$ cat src/rtl/ibex_efpga_responder_pkg.sv
// Shared types for the eFPGA custom-instruction (CX) responder.
package ibex_efpga_responder_pkg;

  typedef enum logic [1:0] {
    CX_FIXED  = 2'b00,
    CX_HSHAKE = 2'b01,
    CX_COMB   = 2'b10,
    CX_RSVD   = 2'b11
  } cx_op_e;

  typedef enum logic [1:0] {
    IDLE  = 2'b00,
    START = 2'b01,
    WAIT  = 2'b10,
    RESP  = 2'b11
  } efpga_rsp_state_e;

  // Wide enough for the largest fixed delay and for the handshake timeout limit.
  function automatic int unsigned cx_cnt_width(input int unsigned delay_w,
                                               input int unsigned timeout);
    int unsigned t_w;
    t_w = (timeout > 1) ? $clog2(timeout) : 1;
    return (delay_w > t_w) ? delay_w : t_w;
  endfunction

endpackage

$ cat src/rtl/ibex_efpga_wait_ctr.sv
// Loadable up/down wait counter; tc flags 0 when counting down, TIMEOUT_CYCLES-1 when counting up.
// Holds at the terminal value: the terminal check gates every step.
module ibex_efpga_wait_ctr #(
  parameter int unsigned WIDTH          = 8,
  parameter int unsigned TIMEOUT_CYCLES = 255
) (
  input  logic             clk,
  input  logic             rst_n,
  input  logic             clear,
  input  logic             load,
  input  logic [WIDTH-1:0] load_val,
  input  logic             count_up,
  input  logic             step,
  output logic             tc
);

  localparam logic [WIDTH-1:0] UP_LIMIT = WIDTH'(TIMEOUT_CYCLES - 1);

  logic [WIDTH-1:0] cnt_q;
  logic             up_q;

  always_ff @(posedge clk or negedge rst_n) begin
    if (!rst_n) begin
      cnt_q <= '0;
      up_q  <= 1'b0;
    end else if (clear) begin
      cnt_q <= '0;
      up_q  <= 1'b0;
    end else if (load) begin
      cnt_q <= load_val;
      up_q  <= count_up;
    end else if (step && !tc) begin
      cnt_q <= up_q ? cnt_q + 1'b1 : cnt_q - 1'b1;
    end
  end

  assign tc = up_q ? (cnt_q == UP_LIMIT) : (cnt_q == '0);

endmodule

$ cat src/rtl/ibex_efpga_responder.sv
// Fabric-side CX endpoint: one outstanding request, start pulse, fixed-delay or done/timeout completion.
// Response in 3+delay cycles (fixed/comb) or done+1; req_ready low until the response handshakes.
module ibex_efpga_responder
  import ibex_efpga_responder_pkg::*;
#(
  parameter int unsigned DATA_WIDTH     = 32,
  parameter int unsigned DELAY_WIDTH    = 4,
  parameter int unsigned TIMEOUT_CYCLES = 255
) (
  input  logic                   clk,
  input  logic                   rst_n,
  input  logic                   req_valid_i,
  output logic                   req_ready_o,
  input  logic [1:0]             req_optype_i,
  input  logic [DATA_WIDTH-1:0]  req_operand_a_i,
  input  logic [DATA_WIDTH-1:0]  req_operand_b_i,
  input  logic [DELAY_WIDTH-1:0] req_delay_i,
  output logic                   rsp_valid_o,
  input  logic                   rsp_ready_i,
  output logic [DATA_WIDTH-1:0]  rsp_result_o,
  output logic                   rsp_err_o,
  input  logic                   flush_i,
  output logic                   fabric_start_o,
  output logic [1:0]             fabric_optype_o,
  output logic [DATA_WIDTH-1:0]  fabric_operand_a_o,
  output logic [DATA_WIDTH-1:0]  fabric_operand_b_o,
  input  logic [DATA_WIDTH-1:0]  fabric_result_i,
  input  logic                   fabric_done_i,
  output logic                   busy_o
);

  localparam int unsigned CNT_W = cx_cnt_width(DELAY_WIDTH, TIMEOUT_CYCLES);

  efpga_rsp_state_e        state_q, state_d;
  cx_op_e                  op_q;
  logic [DATA_WIDTH-1:0]   a_q, b_q, res_q, res_d;
  logic [DELAY_WIDTH-1:0]  delay_q;
  logic                    err_q, err_d;
  logic                    accept;
  logic                    ctr_clear, ctr_load, ctr_tc;
  logic [CNT_W-1:0]        ctr_load_val;

  assign req_ready_o = (state_q == IDLE) && !flush_i;
  assign accept      = req_valid_i && req_ready_o;

  // Operand latches feed the fabric directly and only change on accept.
  always_ff @(posedge clk or negedge rst_n) begin
    if (!rst_n) begin
      op_q    <= CX_FIXED;
      a_q     <= '0;
      b_q     <= '0;
      delay_q <= '0;
    end else if (accept) begin
      op_q    <= cx_op_e'(req_optype_i);
      a_q     <= req_operand_a_i;
      b_q     <= req_operand_b_i;
      delay_q <= req_delay_i;
    end
  end

  assign ctr_load_val = (op_q == CX_FIXED) ? CNT_W'(delay_q) : '0;

  ibex_efpga_wait_ctr #(
    .WIDTH          (CNT_W),
    .TIMEOUT_CYCLES (TIMEOUT_CYCLES)
  ) u_wait_ctr (
    .clk      (clk),
    .rst_n    (rst_n),
    .clear    (ctr_clear),
    .load     (ctr_load),
    .load_val (ctr_load_val),
    .count_up (op_q == CX_HSHAKE),
    .step     (state_q == WAIT),
    .tc       (ctr_tc)
  );

  always_comb begin
    state_d   = state_q;
    res_d     = res_q;
    err_d     = err_q;
    ctr_clear = 1'b0;
    ctr_load  = 1'b0;
    unique case (state_q)
      IDLE: begin
        if (accept) begin
          if (cx_op_e'(req_optype_i) == CX_RSVD) begin
            state_d = RESP;
            res_d   = '0;
            err_d   = 1'b1;
          end else begin
            state_d = START;
          end
        end
      end
      START: begin
        state_d  = WAIT;
        ctr_load = 1'b1;
      end
      WAIT: begin
        if (op_q == CX_HSHAKE) begin
          if (fabric_done_i) begin
            state_d = RESP;
            res_d   = fabric_result_i;
            err_d   = 1'b0;
          end else if (ctr_tc) begin
            state_d = RESP;
            res_d   = '0;
            err_d   = 1'b1;
          end
        end else if (ctr_tc) begin
          state_d = RESP;
          res_d   = fabric_result_i;
          err_d   = 1'b0;
        end
      end
      RESP: begin
        if (rsp_ready_i) state_d = IDLE;
      end
    endcase
    // Abort wins over any completion in the same cycle; nothing of the transaction survives.
    if (flush_i && state_q != IDLE) begin
      state_d   = IDLE;
      res_d     = '0;
      err_d     = 1'b0;
      ctr_clear = 1'b1;
      ctr_load  = 1'b0;
    end
  end

  always_ff @(posedge clk or negedge rst_n) begin
    if (!rst_n) begin
      state_q <= IDLE;
      res_q   <= '0;
      err_q   <= 1'b0;
    end else begin
      state_q <= state_d;
      res_q   <= res_d;
      err_q   <= err_d;
    end
  end

  assign rsp_valid_o        = (state_q == RESP);
  assign rsp_result_o       = res_q;
  assign rsp_err_o          = err_q;
  assign fabric_start_o     = (state_q == START);
  assign fabric_optype_o    = op_q;
  assign fabric_operand_a_o = a_q;
  assign fabric_operand_b_o = b_q;
  assign busy_o             = (state_q != IDLE);

endmodule
$ cat config.mk
export PLATFORM = sky130hd
export DESIGN_NAME = ibex_efpga_responder
export DESIGN_NICKNAME = d
export VERILOG_FILES = /design/src/rtl/ibex_efpga_responder_pkg.sv /design/src/rtl/ibex_efpga_wait_ctr.sv /design/src/rtl/ibex_efpga_responder.sv
export SDC_FILE = /design/constraint.sdc
export NUM_CORES = 1
export LEC_CHECK = 0
export ABC_AREA = 1
export BUFFER_PORTS_ARGS = -buffer_cell sky130_fd_sc_hd__buf_2
export CELL_PAD_IN_SITES_DETAIL_PLACEMENT = 1
export CELL_PAD_IN_SITES_GLOBAL_PLACEMENT = 1
export CORE_UTILIZATION = 34
export CTS_CLUSTER_DIAMETER = 50
export DETAILED_ROUTE_END_ITERATION = 16
export HOLD_SLACK_MARGIN = 0.12
export PLACE_DENSITY = 0.9
export SKIP_LAST_GASP = 1
export SLEW_MARGIN = 20
export SYNTH_ARGS = -nofsm -noshare
export SYNTH_HDL_FRONTEND = slang
export SYNTH_SLANG_ARGS = --single-unit
$ cat constraint.sdc
create_clock -name clk -period 1.9 [get_ports clk]
set_input_delay 0.095 -clock clk [delete_from_list [all_inputs] [get_ports clk]]
set_output_delay 0.095 -clock clk [all_outputs]
set_load 0.05 [all_outputs]
# Word-level counts from Yosys, hierarchy flattened
# Index checks and enable logic that the tools add are counted.
# W data, S select, Z words.
[totals] regBits=114 latchBits=0 ramBits=0 romBits=0 inputBits=108 output_inout_bits=103 word_cells=72 n_memories=0
[classes] add_sub_neg=2 mul=0 div_mod_pow=0 order_cmp=0 n_eq_ne=11 n_shift=0 n_mux=35 n_bitwise=0 n_reduce_logical=15
[ops] op="$mux W32" count=7
[ops] op="$pmux W32 S2" count=1
[ops] op="$mux W8" count=4
[ops] op="$mux W2" count=7
[ops] op="$mux W1" count=13
[ops] op="$add A8 B1 Y8 const B" count=1
[ops] op="$eq A8 B8 Y1 const B" count=1
[ops] op="$logic_not A8 Y1" count=1
[ops] op="$pmux W2 S4" count=1
[ops] op="$sub A8 B1 Y8 const B" count=1
[ops] op="$eq A2 B2 Y1 const B" count=3
[ops] op="$ne A3 B1 Y1 const B" count=2
[ops] op="$reduce_bool A3 Y1" count=2
[ops] op="$reduce_and A5 Y1" count=1
[ops] op="$eq A2 B1 Y1 const B" count=2
[ops] op="$logic_and A1 B1 Y1" count=4
[ops] op="$logic_not A2 Y1" count=2
[ops] op="$mux W4" count=1
[ops] op="$ne A4 B3 Y1 const B" count=1
[ops] op="$ne A4 B4 Y1 const B" count=1
[ops] op="$reduce_bool A2 Y1" count=2
[ops] op="$ne A3 B2 Y1 const B" count=1
[ops] op="$logic_not A1 Y1" count=2
[ops] op="$pmux W1 S2" count=1
[ops] op="$reduce_and A2 Y1" count=1

# Logic depth before layout (Yosys ltp)
[logic_depth] depth_word=7 depth_mapped=11 depth_no_buf=11

# By module
# From an unflattened synthesis, not the netlist that was laid out.
[hier_totals] hier_cells=568 area_unflattened_um2=5520.3
[by_module_without_submodules] mod="ibex_efpga_responder" n_inst=1 cells_per_inst=431 area_each_um2=4629.4 seq_area_each_um2=2627.5
[by_module_without_submodules] mod="ibex_efpga_wait_ctr" n_inst=1 cells_per_inst=137 area_each_um2=890.9 seq_area_each_um2=225.2

# Least setup slack after synthesis
# No wires, ideal clock.
[synth_path] path_kind="reg2reg" startpoint="register state_q[0]" endpoint="register err_q (netlist: rsp_err_o)" setup_time_ns=0.119 arrival_ns=2.164 required_ns=1.781 path_slack_ns=-0.383 path_stages_with_launch=11 path_buffers=1 synth_period_minus_slack_ns=2.283 cell_sequence="dfrtp_1 inv_1 ha_1 inv_2 nor2_2 nand2_2 o21ai_4 nand2_2 buf_2 nand2_1 nand2_1"
[synth_between] elab_cells_between_ends=14 classes_between="eq/ne: 5; mux: 2; reduce/logical: 7"
[synth_rtl] item="start: declaration" line_no="ibex_efpga_responder.sv:34" text="efpga_rsp_state_e state_q, state_d;"
[synth_rtl] item="start signal: assignment" line_no="ibex_efpga_responder.sv:136" text="state_q <= state_d;"
[synth_rtl] item="$reduce_bool A2 Y1 (*)"
[synth_rtl] item="net busy_o" line_no="ibex_efpga_responder.sv:29" text="output logic busy_o"
[synth_rtl] item="$logic_and A1 B1 Y1 (*)" line_no="ibex_efpga_responder.sv:121" text="if (flush_i && state_q != IDLE) begin"
[synth_rtl] item="$ne A4 B3 Y1 (no source line) (tied with other cells)"
[synth_rtl] item="$reduce_and A5 Y1 (no source line)"
[synth_rtl] item="end signal: assignment" line_no="ibex_efpga_responder.sv:138" text="err_q <= err_d;"
[synth_rtl] item="end: declaration" line_no="ibex_efpga_responder.sv:38" text="logic err_q, err_d;"
# Mark *: on every way through the listed nets, which the timed path passes. The rest lies on a longest branch.
# A chain may end at the register's enable or synchronous reset.

# Worst setup path after layout
[layout_path] startpoint="register state_q[0]" endpoint="register a_q[24] (netlist: fabric_operand_a_o[24])"
[layout_between] elab_chain_cells=3
[layout_rtl] item="$logic_not A2 Y1" line_no="ibex_efpga_responder.sv:43" text="assign req_ready_o = (state_q == IDLE) && !flush_i;"
[layout_rtl] item="$logic_and A1 B1 Y1" line_no="ibex_efpga_responder.sv:43"
[layout_rtl] item="$logic_and A1 B1 Y1" line_no="ibex_efpga_responder.sv:44" text="assign accept = req_valid_i && req_ready_o;"
[layout_rtl] item="end signal: assignment" line_no="ibex_efpga_responder.sv:55" text="a_q <= req_operand_a_i;"
[layout_rtl] item="end: declaration" line_no="ibex_efpga_responder.sv:36" text="logic [DATA_WIDTH-1:0] a_q, b_q, res_q, res_d;"
# No other way between the ends.

==> run_results.csv <==
group,metric,value,unit
yosys,ys_ff_latch,114,
critical_path,cp-start-kind,"flip-flop",
critical_path,crit_slowest_cell,"sky130_fd_sc_hd__dfrtp_1",
sta,final_hold_viol_count,0,
sta,final_period_minus_worst_setup_slack,1.83,ns
placement,post_dp_cell_area,6580,sq um
clocking,cts_tree,"done",
floorplanning,ios,211,
run_status,run_status,"complete, no violations",
floorplanning,initial_utilization,0.347,
sta,maxSlewViolCount,0,
min_path,hold_path_class,"primary input to async pin",
critical_path,setup.reg_to_reg.worst_slack,0.07,ns
floorplanning,core_area,15100,sq um
clocking,tritoncts.num_buffers,17,
yosys,netlist_area,5260,sq um
grt,initial_antenna_violation_count,1,
critical_path,critPathKind,"flip-flop to flip-flop",
power_and_ir_drop,total_leakage_power,4.74,nW
yosys,syn_inst,679,
detailed_routing,dr.pass1.iters,5,
clocking,clock_insertion_delay_worst_skew,0.41,ns
grt,grt_first_pass_wirelength,35200,um
critical_path,setup.worst_path.end_class,"flip-flop",
power_and_ir_drop,totalPowerFinal,17.3,mW
layout,mostFrequentLayoutCell,"sky130_fd_sc_hd__nand2_1",
power_and_ir_drop,power_density,2090,nW/um^2
floorplanning,chipWidth,126,um
yosys,synthesis.yosys.warnings,0,
layout,layout.area.seq,2850,sq um
critical_path,critPathRequiredTime,2.24,ns
job,timing.max_cap.violations,0,
sta,finClkSkew,0.0104,ns
layout,multiInputGateArea,2190,sq um
critical_path,cp_cell_sequence,"inv_2, ha_4, inv_6, nor2_4, nand2_4, buf_6, nand2_1, nand2_1",
layout,layout.cells.most_common_list,"sky130_fd_sc_hd__nand2_1, sky130_fd_sc_hd__buf_2, sky130_fd_sc_hd__dfrtp_1",
placement,input_output_buffers,210,
sta,timing.fmax,548,MHz
clocking,buffers_inserted_during_post_cts_setup_optimization,0,
sta,timing_worst_slew_pin_value,0.556,ns
floorplanning,fp-row-count,45,
clocking,clock_tree.buffer_depth,2,
floorplanning,chipHeight,126,um
grt,grt_max_degree,70,
clocking,clock-sinks,114,
detailed_routing,post-route-drc-count,0,
grt,first_global_vias,6670,
clocking,clkSlewWorstSetupHoldPaths,0.05,ns
placement,post-dp-hpwl,12000,um
yosys,ys_seq_area_frac,0.542,
layout,filler_cell_count,1851,
yosys,syn-mean-instance-area,7.75,sq um
detailed_routing,vias,6003,
clocking,cts_htree_levels,4,
detailed_routing,routed_wirelength,22100,um
detailed_routing,post_drt_wl_per_cell,18.5,um
critical_path,worst_stage_delay_on_the_critical_path,0.44,ns
clocking,clock_tree.root_cell,"sky130_fd_sc_hd__clkbuf_16",
yosys,syn_nets,798,
sta,final-setup-viol-count,0,
sta,period_share,0.961,
critical_path,worstPathArrival,2.16,ns
yosys,synth.lib_cells_used.distinct,27,
grt,track_usage,0.288,
sta,slew-limit-headroom,0.629,
power_and_ir_drop,ir_worst_vdd,1.25,mV
layout,syn2layout_area_growth,58.0,%
sta,grt_setup_unrepaired,"yes",
placement,replace_congestion,0.795,
grt,globalRoute.totalOverflow,0,
critical_path,critical-path-top-cell-by-count,"sky130_fd_sc_hd__nand2_1",
layout,final_nets,1112,
critical_path,critical_path.max_fanout,69,
floorplanning,design.die.area,16000,sq um
detailed_routing,drtIter0Drc,253,
detailed_routing,per_cell_via_count_in_the_routed_design,5.02,
layout,post_route_cells_drive_above_1_share,0.264,
detailed_routing,final_antenna_net_count,0,
layout,fin_area,8310,sq um
power breakdown:
group | internal (mW) | total (mW) | switching (mW)
registers | 3.52 | 4.36 | 0.845
logic | 2.32 | 9.31 | 6.99
clock network | 2.53 | 3.68 | 1.14
total | 8.37 | 17.3 | 8.98
layer usage:
| metal | share of wire | up-vias | wire length [um] | GRT usage |
|---|---|---|---|---|
| li1 | - | 2720 | - | - |
| met1 | 0.39 | 2932 | 8690 | 0.330 |
| met2 | 0.50 | 284 | 11000 | 0.495 |
| met3 | 0.066 | 67 | 1470 | 0.0784 |
| met4 | 0.044 | 0 | 966 | 0.149 |
| met5 | 0 | - | 0 | 0 |
critical path: cells and delay by family (launching register included):
| family | cells | cell delay [ns] |
|---|---|---|
| buffers and inverters | 3 | 0.57 |
| and+or+nand+nor | 4 | 0.46 |
| DFF | 1 | 0.44 |
| adders and majority gates | 1 | 0.19 |
synthesized netlist by cell type:
cell type	number	share of area
sky130_fd_sc_hd__a21o_1	1	0.0014
sky130_fd_sc_hd__nand4_1	2	0.0024
sky130_fd_sc_hd__o32ai_1	1	0.0017
sky130_fd_sc_hd__dfrtp_1	114	0.54
sky130_fd_sc_hd__nand3_1	47	0.045
sky130_fd_sc_hd__nand3b_1	3	0.0043
sky130_fd_sc_hd__ha_1	10	0.024
sky130_fd_sc_hd__o21ai_1	2	0.0019
sky130_fd_sc_hd__nand2_1	370	0.26
sky130_fd_sc_hd__a21oi_1	4	0.0038
sky130_fd_sc_hd__fa_1	1	0.0038
sky130_fd_sc_hd__xnor2_1	2	0.0033
sky130_fd_sc_hd__nor3_1	1	0.00095
sky130_fd_sc_hd__o21ai_4	1	0.0031
sky130_fd_sc_hd__inv_2	3	0.0021
sky130_fd_sc_hd__o21ai_0	9	0.0086
sky130_fd_sc_hd__o31ai_1	1	0.0014
sky130_fd_sc_hd__xor2_1	1	0.0017
sky130_fd_sc_hd__or2_2	1	0.0012
sky130_fd_sc_hd__nor2_1	41	0.029
sky130_fd_sc_hd__nor2_2	2	0.0024
sky130_fd_sc_hd__buf_2	19	0.018
sky130_fd_sc_hd__nand4_2	1	0.0024
sky130_fd_sc_hd__clkbuf_1	11	0.0078
sky130_fd_sc_hd__o221ai_1	1	0.0017
sky130_fd_sc_hd__inv_1	28	0.020
sky130_fd_sc_hd__nand2_2	2	0.0024
registers in the layout, indices dropped and copies added, names as in the netlist:
signal,count
state_q,2
fabric_operand_b_o,32
rsp_err_o,1
u_wait_ctr.cnt_q,8
rsp_result_o,32
fabric_optype_o,2
delay_q,4
fabric_operand_a_o,32
u_wait_ctr.up_q,1
final timing paths:
| path | start | endpoint | cells after the start |
|---|---|---|---|
| setup / recovery | state_q[0]$_DFFE_PN0P_ | fabric_operand_a_o[24]$_DFFE_PN0P_ | 8 |
| hold / removal | rst_n | rsp_result_o[23]$_DFFE_PN0P_ | 2 |
| setup reg to reg | state_q[0]$_DFFE_PN0P_ | fabric_operand_a_o[24]$_DFFE_PN0P_ | 8 |
| hold reg to reg | rsp_result_o[7]$_DFFE_PN0P_ | rsp_result_o[7]$_DFFE_PN0P_ | 2 |
| max in group asynchronous | rst_n | rsp_result_o[13]$_DFFE_PN0P_ | 3 |
| min in group clk | req_valid_i | state_q[0]$_DFFE_PN0P_ | 5 |
through the flow:
step	worst slack (ns)	setup TNS (ns)	hold WS, ns	utilization	cells
detailed placement	0.0245	0	0.0847	0.434	1058
finish	0.0741	0	0.199	0.549	1195
floorplan	-0.0107	-0.320	-0.201	-	679
global placement	0.111	0	0.0827	0.434	1058
CTS	0.00215	0	0.181	0.548	1194
global route	-0.0111	-0.0111	0.226	0.549	1195
cells by family after synthesis:
family / synth area share
adders and majority gates: 0.0276
buffers and inverters: 0.0480
DFF: 0.542
and+or+nand+nor: 0.354
xor gates and xnor gates: 0.00499
AOI/OAI and AO/OA: 0.0235
final cells by class:
| cell class | count | area share |
|---|---|---|
| clock inverters | 9 | 0.0242 |
| inverters | 31 | 0.0146 |
| flip-flops and latches | 114 | 0.343 |
| repair buffers | 325 | 0.270 |
| well taps | 188 | 0.0283 |
| clock buffers | 23 | 0.0563 |
| diodes | 1 | 0.000301 |
| multi-input cells | 504 | 0.263 |
what timing repair did:
item / in CTS / in global routing
resized for setup: 1 / 8
endpoints found under the hold margin: 218 / 0
endpoints found under the setup margin: 2 / 109
hold buffers: 104 / 0
Note: power is estimated with default switching activity, not from simulation.
